--- src/rtl/rv32_ctrl_pkg.sv ---
// Shared types and constants for the multicycle RV32I control sequencer.
package rv32_ctrl_pkg;

  // Major opcodes (instruction[6:0])
  localparam logic [6:0] OPC_LUI    = 7'b0110111;
  localparam logic [6:0] OPC_AUIPC  = 7'b0010111;
  localparam logic [6:0] OPC_JAL    = 7'b1101111;
  localparam logic [6:0] OPC_JALR   = 7'b1100111;
  localparam logic [6:0] OPC_BRANCH = 7'b1100011;
  localparam logic [6:0] OPC_LOAD   = 7'b0000011;
  localparam logic [6:0] OPC_STORE  = 7'b0100011;
  localparam logic [6:0] OPC_OPIMM  = 7'b0010011;
  localparam logic [6:0] OPC_OP     = 7'b0110011;
  localparam logic [6:0] OPC_FENCE  = 7'b0001111;

  typedef enum logic [2:0] {
    FETCH  = 3'd0,
    DECODE = 3'd1,
    EXEC   = 3'd2,
    MEM    = 3'd3,
    WB     = 3'd4,
    TRAP   = 3'd5
  } state_t;

  typedef enum logic [3:0] {
    ALU_ADD   = 4'd0,
    ALU_SUB   = 4'd1,
    ALU_SLL   = 4'd2,
    ALU_SLT   = 4'd3,
    ALU_SLTU  = 4'd4,
    ALU_XOR   = 4'd5,
    ALU_SRL   = 4'd6,
    ALU_SRA   = 4'd7,
    ALU_OR    = 4'd8,
    ALU_AND   = 4'd9,
    ALU_PASSB = 4'd10
  } alu_op_t;

  typedef enum logic [1:0] {
    PC_PLUS4 = 2'd0,
    PC_IMM   = 2'd1,
    PC_ALU   = 2'd2
  } pc_sel_t;

  typedef enum logic [1:0] {
    CAUSE_NONE    = 2'd0,
    CAUSE_ILLEGAL = 2'd1,
    CAUSE_IMEM_TO = 2'd2,
    CAUSE_DMEM_TO = 2'd3
  } trap_cause_t;

  // Instruction class derived from the opcode; FENCE executes as a NOP.
  typedef enum logic [3:0] {
    CLS_LUI     = 4'd0,
    CLS_AUIPC   = 4'd1,
    CLS_JAL     = 4'd2,
    CLS_JALR    = 4'd3,
    CLS_BRANCH  = 4'd4,
    CLS_LOAD    = 4'd5,
    CLS_STORE   = 4'd6,
    CLS_OPIMM   = 4'd7,
    CLS_OP      = 4'd8,
    CLS_FENCE   = 4'd9,
    CLS_ILLEGAL = 4'd10
  } op_class_t;

  // Map a major opcode to its class; anything unsupported (SYSTEM included) is illegal.
  function automatic op_class_t classify_opcode(input logic [6:0] opc);
    op_class_t cls;
    case (opc)
      OPC_LUI:    cls = CLS_LUI;
      OPC_AUIPC:  cls = CLS_AUIPC;
      OPC_JAL:    cls = CLS_JAL;
      OPC_JALR:   cls = CLS_JALR;
      OPC_BRANCH: cls = CLS_BRANCH;
      OPC_LOAD:   cls = CLS_LOAD;
      OPC_STORE:  cls = CLS_STORE;
      OPC_OPIMM:  cls = CLS_OPIMM;
      OPC_OP:     cls = CLS_OP;
      OPC_FENCE:  cls = CLS_FENCE;
      default:    cls = CLS_ILLEGAL;
    endcase
    return cls;
  endfunction

  // Integer ALU operation from func3; alt selects SUB/SRA where the caller allows it.
  function automatic alu_op_t arith_op(input logic [2:0] f3, input logic alt);
    alu_op_t op;
    case (f3)
      3'b000:  op = alt ? ALU_SUB : ALU_ADD;
      3'b001:  op = ALU_SLL;
      3'b010:  op = ALU_SLT;
      3'b011:  op = ALU_SLTU;
      3'b100:  op = ALU_XOR;
      3'b101:  op = alt ? ALU_SRA : ALU_SRL;
      3'b110:  op = ALU_OR;
      3'b111:  op = ALU_AND;
      default: op = ALU_ADD;
    endcase
    return op;
  endfunction

endpackage

--- src/rtl/alu_op_decode.sv ---
// Combinational ALU operation / operand-B select decode from opcode and function bits.
module alu_op_decode
  import rv32_ctrl_pkg::*;
(
  input  logic [6:0] OPCODE,
  input  logic [2:0] func3,
  input  logic       func1,
  output logic [3:0] alu_op,
  output logic       alu_src_b
);

  op_class_t cls_s;
  alu_op_t   op_s;
  logic      src_b_s;

  assign cls_s = classify_opcode(OPCODE);

  // Select the ALU operation and operand-B source for the current instruction class.
  always_comb begin
    op_s    = ALU_ADD;
    src_b_s = 1'b1;
    case (cls_s)
      CLS_LUI: begin
        op_s = ALU_PASSB;
      end
      CLS_AUIPC, CLS_JAL, CLS_JALR, CLS_LOAD, CLS_STORE, CLS_FENCE: begin
        op_s = ALU_ADD;
      end
      CLS_OPIMM: begin
        // bit30 only distinguishes SRAI from SRLI; ADDI ignores it
        op_s = arith_op(func3, func1 & (func3 == 3'b101));
      end
      CLS_OP: begin
        op_s    = arith_op(func3, func1);
        src_b_s = 1'b0;
      end
      CLS_BRANCH: begin
        src_b_s = 1'b0;
        if (func3[2:1] == 2'b11) begin
          op_s = ALU_SLTU;
        end else if (func3[2:1] == 2'b10) begin
          op_s = ALU_SLT;
        end else begin
          op_s = ALU_SUB;
        end
      end
      default: begin
        op_s    = ALU_ADD;
        src_b_s = 1'b0;
      end
    endcase
  end

  assign alu_op    = op_s;
  assign alu_src_b = src_b_s;

endmodule

--- src/rtl/multicycle_ctrl_fsm.sv ---
// Multicycle RV32I control sequencer: FETCH/DECODE/EXEC/MEM/WB with bus timeouts,
// retired-instruction counter and a sticky TRAP state.
module multicycle_ctrl_fsm
  import rv32_ctrl_pkg::*;
#(
  parameter int unsigned MEM_TIMEOUT = 255,
  parameter int unsigned INSTRET_W   = 32
) (
  input  logic                 clk,
  input  logic                 reset,
  input  logic [6:0]           OPCODE,
  input  logic [2:0]           func3,
  input  logic                 func1,
  input  logic                 branch_taken,
  output logic                 imem_req,
  input  logic                 imem_ready,
  output logic                 dmem_req,
  output logic                 dmem_we,
  input  logic                 dmem_ready,
  output logic                 ir_load,
  output logic                 rf_we,
  output logic                 pc_load,
  output logic [1:0]           pc_sel,
  output logic [3:0]           alu_op,
  output logic                 alu_src_b,
  output logic                 retire,
  output logic [INSTRET_W-1:0] instret,
  output logic                 trap,
  output logic [1:0]           trap_cause
);

  localparam int unsigned TO_W = (MEM_TIMEOUT < 32'd2) ? 1 : $clog2(MEM_TIMEOUT + 32'd1);
  localparam logic [TO_W-1:0] TO_LIMIT = TO_W'(MEM_TIMEOUT);
  localparam logic TO_EN = (MEM_TIMEOUT != 32'd0);

  state_t         state_r, next_state_s;
  op_class_t      cls_r, dec_cls_s;
  logic [3:0]     alu_op_r, dec_alu_op_s, alu_op_s;
  logic           alu_src_b_r, dec_src_b_s, alu_src_b_s;
  logic [TO_W-1:0] to_cnt_r;
  trap_cause_t    trap_cause_r, cause_nxt_s;
  logic [INSTRET_W-1:0] instret_r;

  logic    to_hit_s, cnt_clr_s, cnt_inc_s, cause_set_s, latch_dec_s;
  logic    imem_req_s, ir_load_s, dmem_req_s, dmem_we_s;
  logic    rf_we_s, pc_load_s, retire_s;
  pc_sel_t pc_sel_s;

  alu_op_decode u_alu_op_decode (
    .OPCODE    (OPCODE),
    .func3     (func3),
    .func1     (func1),
    .alu_op    (dec_alu_op_s),
    .alu_src_b (dec_src_b_s)
  );

  assign dec_cls_s = classify_opcode(OPCODE);
  assign to_hit_s  = TO_EN && (to_cnt_r == TO_LIMIT);

  // Next-state and strobe decode; reset forces every strobe low so an aborted instruction has no effect.
  always_comb begin
    next_state_s = state_r;
    imem_req_s   = 1'b0;
    ir_load_s    = 1'b0;
    dmem_req_s   = 1'b0;
    dmem_we_s    = 1'b0;
    rf_we_s      = 1'b0;
    pc_load_s    = 1'b0;
    pc_sel_s     = PC_PLUS4;
    retire_s     = 1'b0;
    alu_op_s     = 4'd0;
    alu_src_b_s  = 1'b0;
    cnt_clr_s    = 1'b0;
    cnt_inc_s    = 1'b0;
    cause_set_s  = 1'b0;
    cause_nxt_s  = CAUSE_NONE;
    latch_dec_s  = 1'b0;
    if (reset) begin
      next_state_s = FETCH;
    end else begin
      case (state_r)
        FETCH: begin
          imem_req_s = 1'b1;
          // ready on the limit cycle still wins over the timeout
          if (imem_ready) begin
            ir_load_s    = 1'b1;
            next_state_s = DECODE;
          end else if (to_hit_s) begin
            next_state_s = TRAP;
            cause_set_s  = 1'b1;
            cause_nxt_s  = CAUSE_IMEM_TO;
          end else begin
            cnt_inc_s = 1'b1;
          end
        end
        DECODE: begin
          alu_op_s    = dec_alu_op_s;
          alu_src_b_s = dec_src_b_s;
          latch_dec_s = 1'b1;
          if (dec_cls_s == CLS_ILLEGAL) begin
            next_state_s = TRAP;
            cause_set_s  = 1'b1;
            cause_nxt_s  = CAUSE_ILLEGAL;
          end else begin
            next_state_s = EXEC;
          end
        end
        EXEC: begin
          alu_op_s    = alu_op_r;
          alu_src_b_s = alu_src_b_r;
          case (cls_r)
            CLS_BRANCH: begin
              pc_load_s    = 1'b1;
              pc_sel_s     = branch_taken ? PC_IMM : PC_PLUS4;
              retire_s     = 1'b1;
              next_state_s = FETCH;
            end
            CLS_LOAD, CLS_STORE: begin
              next_state_s = MEM;
            end
            default: begin
              next_state_s = WB;
            end
          endcase
        end
        MEM: begin
          alu_op_s    = alu_op_r;
          alu_src_b_s = alu_src_b_r;
          dmem_req_s  = 1'b1;
          dmem_we_s   = (cls_r == CLS_STORE);
          if (dmem_ready) begin
            if (cls_r == CLS_STORE) begin
              pc_load_s    = 1'b1;
              pc_sel_s     = PC_PLUS4;
              retire_s     = 1'b1;
              next_state_s = FETCH;
            end else begin
              next_state_s = WB;
            end
          end else if (to_hit_s) begin
            next_state_s = TRAP;
            cause_set_s  = 1'b1;
            cause_nxt_s  = CAUSE_DMEM_TO;
          end else begin
            cnt_inc_s = 1'b1;
          end
        end
        WB: begin
          alu_op_s     = alu_op_r;
          alu_src_b_s  = alu_src_b_r;
          rf_we_s      = (cls_r != CLS_FENCE);
          pc_load_s    = 1'b1;
          retire_s     = 1'b1;
          next_state_s = FETCH;
          if (cls_r == CLS_JAL) begin
            pc_sel_s = PC_IMM;
          end else if (cls_r == CLS_JALR) begin
            pc_sel_s = PC_ALU;
          end else begin
            pc_sel_s = PC_PLUS4;
          end
        end
        TRAP: begin
          next_state_s = TRAP;
        end
        default: begin
          next_state_s = FETCH;
        end
      endcase
      // any state change restarts the wait counter, which covers entry to FETCH and MEM
      cnt_clr_s = (next_state_s != state_r);
    end
  end

  // State, wait counter, trap cause, decoded-control hold and retired-instruction counter.
  always_ff @(posedge clk) begin
    if (reset) begin
      state_r      <= FETCH;
      to_cnt_r     <= {TO_W{1'b0}};
      trap_cause_r <= CAUSE_NONE;
      instret_r    <= {INSTRET_W{1'b0}};
      cls_r        <= CLS_FENCE;
      alu_op_r     <= 4'd0;
      alu_src_b_r  <= 1'b0;
    end else begin
      state_r <= next_state_s;
      if (cnt_clr_s) begin
        to_cnt_r <= {TO_W{1'b0}};
      end else if (cnt_inc_s) begin
        to_cnt_r <= to_cnt_r + TO_W'(1'b1);
      end else begin
        to_cnt_r <= to_cnt_r;
      end
      if (cause_set_s) begin
        trap_cause_r <= cause_nxt_s;
      end else begin
        trap_cause_r <= trap_cause_r;
      end
      if (retire_s) begin
        instret_r <= instret_r + INSTRET_W'(1'b1);
      end else begin
        instret_r <= instret_r;
      end
      if (latch_dec_s) begin
        cls_r       <= dec_cls_s;
        alu_op_r    <= dec_alu_op_s;
        alu_src_b_r <= dec_src_b_s;
      end else begin
        cls_r       <= cls_r;
        alu_op_r    <= alu_op_r;
        alu_src_b_r <= alu_src_b_r;
      end
    end
  end

  assign imem_req   = imem_req_s;
  assign ir_load    = ir_load_s;
  assign dmem_req   = dmem_req_s;
  assign dmem_we    = dmem_we_s;
  assign rf_we      = rf_we_s;
  assign pc_load    = pc_load_s;
  assign pc_sel     = pc_sel_s;
  assign retire     = retire_s;
  assign alu_op     = alu_op_s;
  assign alu_src_b  = alu_src_b_s;
  assign instret    = instret_r;
  assign trap       = !reset && (state_r == TRAP);
  assign trap_cause = reset ? 2'd0 : trap_cause_r;

endmodule

--- config.mk ---
export PLATFORM = sky130hd
export DESIGN_NAME = multicycle_ctrl_fsm
export DESIGN_NICKNAME = d
export VERILOG_FILES = /design/src/rtl/rv32_ctrl_pkg.sv /design/src/rtl/alu_op_decode.sv /design/src/rtl/multicycle_ctrl_fsm.sv
export SDC_FILE = /design/constraint.sdc
export NUM_CORES = 1
export LEC_CHECK = 0
export ABC_CLOCK_PERIOD_IN_PS = 5900
export BUFFER_PORTS_ARGS = -buffer_cell sky130_fd_sc_hd__clkbuf_2
export CORE_ASPECT_RATIO = 0.6
export CORE_UTILIZATION = 59
export CTS_CLUSTER_SIZE = 28
export DETAILED_ROUTE_END_ITERATION = 6
export HOLD_SLACK_MARGIN = 0.05
export MAX_ROUTING_LAYER = met4
export PLACE_DENSITY = 0.85
export SLEW_MARGIN = 20
export SYNTH_ARGS = -nofsm -noshare
export SYNTH_HDL_FRONTEND = slang
export SYNTH_SLANG_ARGS = --single-unit
--- constraint.sdc ---
create_clock -name clk -period 5.9 [get_ports clk]
set_input_delay 1.18 -clock clk [delete_from_list [all_inputs] [get_ports clk]]
set_output_delay 1.18 -clock clk [all_outputs]
set_load 0.01 [all_outputs]
* Yosys cells after proc, flatten, opt, wreduce, memory -nomap -nowiden
Cells that the tools add are included.
** Cells by class
- $add $sub $neg :: 2
- Bitwise operators :: 1
- Reductions and logical operators :: 9
- Equal/unequal tests :: 42
- Multiplexer cells :: 66
** Operator list (number)
- case mux 4 bit (8 select lines) :: 2
- case mux 4 bit (10 select lines) :: 1
- two-way mux 1 bit :: 36
- adder 32 x 1 -> 32 bit, second input constant :: 1
- == test 4 x 3 -> 1 bit, second input constant :: 7
- == test 7 x 6 -> 1 bit, second input constant :: 3
- == test 7 bit, second input constant :: 3
- == test 3 bit, second input constant :: 6
- two-way mux 2 bit :: 9
- two-way mux 3 bit :: 6
- == test 4 x 2 -> 1 bit, second input constant :: 4
- case mux 4 bit (4 select lines) :: 1
- case mux 3 bit (5 select lines) :: 1
- == test 7 x 5 -> 1 bit, second input constant :: 2
- == test 3 x 2 -> 1 bit, second input constant :: 4
- == test 4 bit, second input constant :: 3
- adder 8 x 1 -> 8 bit, second input constant :: 1
- == test 8 bit, second input constant :: 1
- two-way mux 4 bit :: 2
- case mux 4 bit (2 select lines) :: 1
- OR reduction 8 bit :: 1
- == test 7 x 2 -> 1 bit, second input constant :: 1
- == test 7 x 4 -> 1 bit, second input constant :: 1
- == test 3 x 1 -> 1 bit, second input constant :: 2
- 16 further kinds :: 21
** Storage, ports and cells
- Flip-flop bits (word level) :: 54
- Input bits :: 16
- Logic and storage cells :: 127
- Output and inout port bits :: 49

* Logic depth before layout (Yosys ltp)
Gate-level depths: netlist (run 1).
- Word-level depth :: 9
- Gate-level depth with buffers :: 9
- Gate-level depth less buffers :: 6

* Hierarchy
Synthesis (run 1) repeated with hierarchy kept, for this count alone.
** Unflattened totals
- Cells, all modules :: 418
- Area, all modules :: 3209.3 um2
** Modules (own cells, without submodules)
- multicycle_ctrl_fsm :: cells each 383, times used 1, area each 2981.6 um2, sequential area each 1081.0 um2
- alu_op_decode :: cells each 35, times used 1, area each 227.7 um2, sequential area each 0.0 um2

* Least setup slack after synthesis (run 1)
No wires, ideal clock.
- Kind :: input to output
- From :: in OPCODE[6]
- To :: out alu_op[1]
- Slack :: 2.165 ns
- Data required time :: 4.720 ns
- Path buffers :: 0
- Stages :: 5
- Data arrival time :: 2.555 ns
- Cell sequence :: or4b_2 o41ai_1 o31ai_1 a21oi_1 a21o_1
** Between the ends
- Word-level cells in the longest chain between the ends :: 6
- Elaborated cells on any way between the ends :: 18
- Those cells by class :: eq/ne: 13; mux: 4; reduce/logical: 1
** Ends and longest elaborated chain
- start: declaration :: RTL line multicycle_ctrl_fsm.sv:11 : input logic [6:0] OPCODE,
- == test 7 x 4 -> 1 bit, or another cell as far along :: RTL line rv32_ctrl_pkg.sv:70 : case (opc)
- case mux 4 bit (10 select lines) (*) :: RTL line rv32_ctrl_pkg.sv:70
- == test 4 x 3 -> 1 bit, or another cell as far along :: RTL line alu_op_decode.sv:22 : case (cls_s)
- case mux 4 bit (4 select lines) (*) :: RTL line alu_op_decode.sv:22
- case mux 4 bit (2 select lines) (*) :: RTL line multicycle_ctrl_fsm.sv:81 : case (state_r)
- two-way mux 4 bit (*) :: RTL line multicycle_ctrl_fsm.sv:78 : if (reset) begin
- end: declaration :: RTL line multicycle_ctrl_fsm.sv:24 : output logic [3:0] alu_op,
Every way passes the cells marked *; elsewhere a longest branch is shown, timed or not.

* Worst setup path after layout (run 1)
- From :: in reset
- To :: out alu_op[1]
** Between the ends
- Word-level cells in the longest chain between the ends :: 1
** Ends and longest elaborated chain
- start: declaration :: RTL line multicycle_ctrl_fsm.sv:10 : input logic reset,
- two-way mux 4 bit :: RTL line multicycle_ctrl_fsm.sv:78
Every way passes these cells.

==> impl_summary.md, run 1 <==
Outcome
The flow ran to the end, and the final reports show no timing, DRC or antenna violations.

Route
The first routing iteration left 248 violations. The iteration count of the initial detailed-routing pass is 5. After detailed routing, the number of vias per cell comes to 6.285. The remaining routing DRC violations is 0. The total vias in the final route is 3281. The total wire length after detailed routing is 7.955 mm. The post-detailed-route wirelength per cell is 15.24 um. The count of nets left with antenna violations once routing finished came out at 0.

Synth
Synthesis produced a netlist whose cell count is 408. The number of flops mapped to enable cells by yosys is 0. For this run, the register share of the synthesized area comes to 0.3402.

Among all flip-flop cells after synthesis, the most frequent one is dfxtp_1. The number of synthesis warnings is 0. In this run the mean area of a mapped cell was 7.789 sq um. The number of register bits inferred by synthesis is 54.

The post-synthesis cell area is 3178 sq um. The number of nets in the synthesized netlist is 426. The netlist uses 56 different library cells.

The share of flip-flops with an asynchronous set or reset is 0.

Setup path
The largest incremental delay on the critical path is 0.53 ns. The startpoint kind of the worst setup timing path is a primary input. The reg2reg setup slack is 2.84 ns. The category of the critical setup timing path is in2out. In this run the critical register-to-register path is captured at instret[29]$_SDFFE_PP0P_. The data arrival time of the worst path is 3.08 ns. For this design, the slowest cell found on the critical path is clkbuf_2. The depth of the worst register-to-register path is 5. The worst path buffer plus inverter count is 2. STA puts the critical path data required time at 4.72 ns. The library cell appearing most often on the critical path is clkbuf_2. The endpoint class of the critical path is an output port. Walking the worst path, the cells encountered are clkbuf_2, nor2_1, nand2_1, a2111o_1, a21oi_1, a21o_1, clkbuf_2. Of all nets on the critical path, the largest fanout is 49. The startpoint identified for the worst register-to-register timing path is state_r[2]$_SDFF_PP0_.

The dominant delay contributor by cell family on the critical path is compound AO/OA/AOI/OAI gates.

Floorplan
The width of the die is 96.75 um. The starting utilization of the core area is 0.6195. The chip height is 58.85 um.

The placeable core region is 5130 sq um. The number of placed I/O pins is 65. The total die area is 5694 sq um. The number of placement rows is 20.

Final layout
The finished cells cover 3592 sq um. The final antenna diode count is 0. From synthesis to final layout, the design area changed by 13.03%. The multi-input gate area in the final layout is 1939 sq um. In the final layout, flip-flops and latches occupy 1081 sq um.

In the final layout, the share of cells above drive strength 1 is 0.1689. The number of fillers in the final layout is 425. The number of nets in the layout is 474.

Worst hold path
The startpoint of the worst hold path is alu_op_r[2]$_SDFFE_PP0P_. Counting instances, the worst hold path has a depth of 1. In this run the worst hold path is classified as reg2reg. The hold-critical path endpoint is alu_op_r[2]$_SDFFE_PP0P_.

Timing
The setup TNS after final layout is 0 ns. The headroom to the max-slew limit is 0.3169. The time the final worst path needs with I/O delays and setup is 4.259 ns. The clock skew after layout is 0.008633 ns.

Setup repair after global routing left no endpoint under its margin. The fraction of the cycle the final worst path needs is 0.7218. The fmax is 0.2348 GHz.

The total of endpoints with negative setup slack in the final report is 0. The number of max-slew violations in the final report is 0. The transition time at the pin with the least slew margin is 1.025 ns.

The number of hold violations in the final report came to 0.

Power
The post-layout total power is 0.7077 mW. The cell area power density is 197.0 nW/um^2. VDD sags by at most 120.7 uV.

For this design the static power due to leakage is 1.392 nW.

Global route
The remaining global-route overflow is 0. The global-route wire length before repair is 12.65 mm. The largest net degree at the start of global routing is 50.

The via count of the first global-routing pass is 2704. The number of antenna violations at the first check in global routing is 0. The overall fraction of global-route tracks in use is 0.2843.

Placed design
The half-perimeter wire length after placement is 5.723 mm. At the end of routability-driven placement, the weighted congestion stood at 0.9262. Port buffering added 64 buffers. The area of placed instances is 3480 sq um.

Clock network
For the worst-skew pair, the clock arrives at the later sink with an insertion delay of 0.32 ns. The count of clock tree sinks is 54. After clock tree synthesis, the repair step resized 0 gates.

The root buffer cell chosen for the clock tree is clkbuf_8. The maximum root-to-sink buffer count is 2. Buffers added to address setup during post-CTS repair amount to 0. After clock tree synthesis, the clock-pin slew on the worst setup and hold paths is 0.09 ns. The H-tree generated during clock tree synthesis spans 2 levels. Buffers inserted during clock tree synthesis total 5. TritonCTS built the clock tree. The quantity of hold-fixing buffers added after cts is 0.

Job
The reported max-cap violation count is 0.
==> cells by family after synthesis <==
group,share of synthesized area
xor gates and xnor gates,0.03858
DFF,0.3402
AOI/OAI and AO/OA,0.2555
adders and majority gates,0.007873
buffers and inverters,0.04960
and+or+nand+nor,0.2957
muxes,0.01260
==> registers in the layout, summed over array words and instances, names as in the netlist <==
signal and cells:
to_cnt_r 8, alu_op_r 4, state_r 3, cls_r 4
trap_cause_r 2, instret 32, alu_src_b_r 1
==> synthesized netlist by cell type, types with 3 or more instances <==
library cell,n,share of area
o211ai_1,3,0.0071
buf_2,3,0.0047
or4_1,9,0.021
mux2i_1,4,0.013
and2_1,4,0.0079
xor2_1,3,0.0083
xnor2_1,11,0.030
nor3b_1,4,0.0094
inv_1,13,0.015
or3_1,17,0.033
nor3_1,13,0.020
nand2_1,22,0.026
dfxtp_1,54,0.34
nand3_1,19,0.030
o211a_1,3,0.0094
nor2b_1,11,0.022
nand3b_1,3,0.0071
o21ai_0,31,0.049
a21oi_1,38,0.060
clkbuf_1,17,0.020
nor2_1,37,0.044
nor4bb_1,3,0.0094
a31oi_1,6,0.012
o31ai_1,11,0.026
nor4_1,4,0.0079
and3_1,5,0.0098
nand2b_1,5,0.0098
a21o_1,10,0.024
nand4_1,11,0.022
==> worst max-delay path by stage <==
stage,from,end,cells after the start
2_1_floorplan,OPCODE[6],alu_op[1],5
3_3_place_gp,reset,alu_op[1],7
3_5_place_dp,reset,alu_op[1],7
4_1_cts,reset,alu_op[1],7
5_1_grt,reset,alu_op[1],7
6_report,reset,alu_op[1],7
==> through the flow <==
step           instances    util  setup WS [ns]  hold slack [ns]
3_5_place_dp         515  0.6783          1.655           0.4451
4_1_cts              522  0.7002          1.647           0.4669
2_1_floorplan        408       -          2.165           0.4271
3_3_place_gp         515  0.6783          1.735           0.4384
5_1_grt              522  0.7002          1.445           0.4868
6_report             522  0.7002          1.641           0.4626
==> where the power goes <==
group	internal [mW]	switching, mW	total [mW]
Clock	0.136	0.122	0.258
Sequential	0.368	0.00999	0.378
Combinational	0.0252	0.0459	0.0711
Total	0.530	0.178	0.708
==> cell usage in the layout (no fill, tap or decap), types with 3 or more instances in the layout <==
| master | instances |
|---|---|
| a21oi_1 | 38 |
| nor3_1 | 13 |
| nand4_1 | 11 |
| nand2_1 | 22 |
| or3_1 | 17 |
| mux2i_1 | 4 |
| and3_1 | 5 |
| clkbuf_8 | 6 |
| a21o_1 | 10 |
| nor3b_1 | 4 |
| nor4_1 | 4 |
| clkbuf_2 | 64 |
| xor2_1 | 3 |
| dfxtp_1 | 54 |
| or4_1 | 9 |
| a31oi_1 | 6 |
| o211ai_1 | 3 |
| nand3_1 | 19 |
| nor2_1 | 37 |
| o21ai_0 | 31 |
| nand3b_1 | 3 |
| nor2b_1 | 11 |
| and2_1 | 4 |
| nor4bb_1 | 3 |
| nand2b_1 | 5 |
| xnor2_1 | 11 |
| inv_1 | 13 |
| o31ai_1 | 11 |
| o211a_1 | 3 |
==> area by class of cell <==
type,count,share of cell area
clock inverters,1,0.008359
well taps,66,0.02299
flip-flops and latches,54,0.3009
multi-input cells,317,0.5399
clock buffers,6,0.02299
repair buffers,65,0.09126
inverters,13,0.01358
==> worst reg2reg max path: cells and delay by family, from the launching register on <==
family	cells	cell delay (ns)
flops	1	0.67
simple gates	2	1.19
compound gates	3	1.12
==> layer usage <==
| layer | vias up | track usage | share of wire |
|---|---|---|---|
| met1 | 1518 | 0.3919 | 0.48 |
| met2 | 139 | 0.4266 | 0.43 |
| met4 | 0 | 0.09382 | 0.015 |
| met5 | - | - | 0 |
| li1 | 1609 | - | - |
| met3 | 15 | 0.04869 | 0.072 |
Power figures use the tool's default switching activity.
==> run 2, diff against run 1 <==
- ABC_CLOCK_PERIOD_IN_PS: 5900 -> 3570
- CORE_UTILIZATION: 59 -> 50
- PLACE_DENSITY: 0.85 -> 0.77
- clock period: 5.9 -> 3.57 ns (I/O delays scaled with it)
==> run 2 against run 1 <==
Sequential cell count stayed put. Clock power is 60% higher. Routed wire length is 0.48% higher. Largest power group unchanged.
==> impl_summary.md, run 2 (synthesis gave the netlist of run 1 again) <==
Timing
Setup repair after global routing left no endpoint under its margin. The transition time at the pin with the least slew margin was 0.8897 ns (-0.1349 ns). Dividing the final minimum period by the clock period gives 0.9160. The total of endpoints with negative setup slack in the final report came to 0 (unchanged).

The number of hold violations in the final report is 0 (unchanged). The clock skew after layout was 0.007941 ns (-0.0006924 ns). The headroom to the max-slew limit is 0.4051 (+0.08820).

The routed design could run at a clock period as short as 3.270 ns. The fmax is 0.3058 GHz. The smallest hold slack is 0.4644 ns (+0.001864 ns).

The number of max-slew violations in the final report came to 0 (unchanged). The setup TNS after final layout came to 0 ns (unchanged).

Clock network
The clock root buffer is clkbuf_8. The clock-pin slew on the worst setup and hold paths is 0.09 ns (about the same). The number of gates resized after CTS came to 0 (unchanged). The maximum root-to-sink buffer count is 2 (unchanged). The count of clock tree sinks is 54 (unchanged).

The deepest level of the CTS H-tree came to 2 (unchanged). The clock latency at the later pin of the worst-skew pair is 0.31 ns (about the same). The post-CTS setup buffer count was 0 (unchanged). The clock buffer count from CTS is 5 (unchanged). The TritonCTS clock tree is yes. The quantity of hold-fixing buffers added after cts is 0 (unchanged).

Floorplan
The total die area is 6689 sq um (+17%). The starting utilization of the core area was 0.5201 (-0.09945). The chip height is 63.76 um (+8.3%). The width of the die is 104.9 um (+8.4%). The number of placement rows is 22 (+10%). The number of placed I/O pins is 65 (unchanged).

The placeable core region came to 6111 sq um (+19%).

Power
The share of total power in combinational logic was 0.106 (+0.006). The switching power summed over all nets was 0.2946 mW (+66%). The cell area power density is 317.7 nW/um^2 (+61%). The fraction of power spent switching nets came to 0.2546 (+0.003080). The internal power of the cells is 0.8626 mW (+63%). The leakage power is 1.407 nW (+1.0%). The worst vdd rail ir drop came to 214.8 uV (+78%). The share of total power in sequential cells is 0.538 (+0.003). The clock group share of total power came to 0.356 (-0.009).

Route
The total wire length after detailed routing is 7.993 mm (+0.48%). The via-per-instance ratio was 5.983 (-4.8%). The total vias in the final route is 3261 (-0.61%). The post-detailed-route wirelength per cell was 14.67 um (-3.8%).

The initial detailed-routing violation count is 286 (+15%). The post-detailed-route count of antenna-violating nets is 0 (unchanged). The remaining routing DRC violations is 0 (unchanged). The iteration count of the initial detailed-routing pass is 5 (unchanged).

Global route
The number of antenna violations at the first check in global routing is 0 (unchanged). The largest net degree at the start of global routing was 41 (-18%). The via count of the first global-routing pass came to 2670 (-1.3%). The remaining global-route overflow is 0 (unchanged). The overall fraction of global-route tracks in use is 0.2449 (-0.03938). The global-route wire length before repair is 12.95 mm (+2.4%).

Final layout
Leaving out fill and tap cells, the most frequent cell in the layout is clkbuf_2. Leaving out fill and tap cells, the most frequent cells in the layout are clkbuf_2 (64), dfxtp_1 (54), a21oi_1 (38), nor2_1 (37), o21ai_0 (31). The area growth from synthesis to layout is 14.61%. The number of nets in the layout is 478 (+0.84%). The flip-flop count of the largest register, all copies and words added came to 32 (unchanged). The final antenna diode count is 0 (unchanged). The share of layout cells above drive strength 1 came to 0.1757 (+0.006845).

Setup path
The largest driver fanout on the critical path is 15 (-69%). STA classifies the critical path endpoint as an output port. The required arrival time at the worst endpoint was 2.86 ns (-1.86 ns). The reg2reg setup slack was 0.73 ns (-2.11 ns). The data arrival time of the worst path is 2.56 ns (-0.52 ns). The startpoint kind of the worst setup timing path is a primary input.

By startpoint and endpoint, the worst setup path is classified as in2out.

Outcome
The run finished with clean final reports.

Job
The reported max-cap violation count is 0 (unchanged).

Placed design
The half-perimeter wire length after placement was 5.843 mm (+2.1%). The final weighted congestion in routability-driven placement is 0.9574 (+3.4%). The number of input and output port buffers inserted is 64 (unchanged).

Worst hold path
The path class of the tightest hold or removal check is reg2reg.
run 2: cell count changes in the layout (fill, tap and decap cells not counted):
cell        previous run  this run
buf_4                  1         5
clkbuf_1               0         1
clkbuf_8               6         5
clkinvlp_4             0         1
run 2: final timing paths:
| kind | from | end | cells after the start |
|---|---|---|---|
| worst min register to register | alu_op_r[2]$_SDFFE_PP0P_ | alu_op_r[2]$_SDFFE_PP0P_ | 1 |
| worst max-delay path | OPCODE[6] | alu_op[0] | 7 |
| worst max register to register | state_r[1]$_SDFF_PP0_ | instret[21]$_SDFFE_PP0P_ | 5 |
| worst min-delay path | alu_op_r[2]$_SDFFE_PP0P_ | alu_op_r[2]$_SDFFE_PP0P_ | 1 |
run 2: critical path, stage by stage:
cell and delay (ns):
clkbuf_2 0.19, or4b_2 0.79, nor2_1 0.24, o2111ai_1 0.15, a21oi_1 0.21, a21o_1 0.12, clkbuf_2 0.13
run 2: cell type report:
type                       count  area [sq um]
sequential                    54          1081
clock buffer                   6         72.57
fill                         545          2469
multi-input combinational    317          1939
clock inverter                 2         37.54
inverter                      13         48.80
tap                           84         105.1
timing repair buffer          69         357.8
run 2: power groups by stage:
stage	clock, mW	sequential, mW	combinational, mW
after global placement	0	0.635	0.118
after global routing	0.441	0.624	0.136
after detailed placement	0	0.636	0.120
after floorplan	0	0.626	0.0928
after CTS	0.419	0.622	0.121
final	0.412	0.622	0.123
run 2: metrics by stage:
| step | cell area (sq um) | util | std cells | total power, mW | worst slack [ns] |
|---|---|---|---|---|---|
| 2_1_floorplan | 3178 | - | 408 | 0.7193 | 0.7674 |
| 3_3_place_gp | 3532 | 0.5780 | 537 | 0.7530 | 0.3897 |
| 3_5_place_dp | 3532 | 0.5780 | 537 | 0.7562 | 0.3425 |
| 4_1_cts | 3642 | 0.5960 | 545 | 1.162 | 0.3402 |
| 5_1_grt | 3642 | 0.5960 | 545 | 1.201 | 0.2406 |
| 6_report | 3642 | 0.5960 | 545 | 1.157 | 0.2999 |
run 2: layer usage:
metal	global-route usage	wire, um
met1	0.3687	3965
met2	0.3444	3306
met3	0.03776	654
met4	0.04577	65
met5	-	0
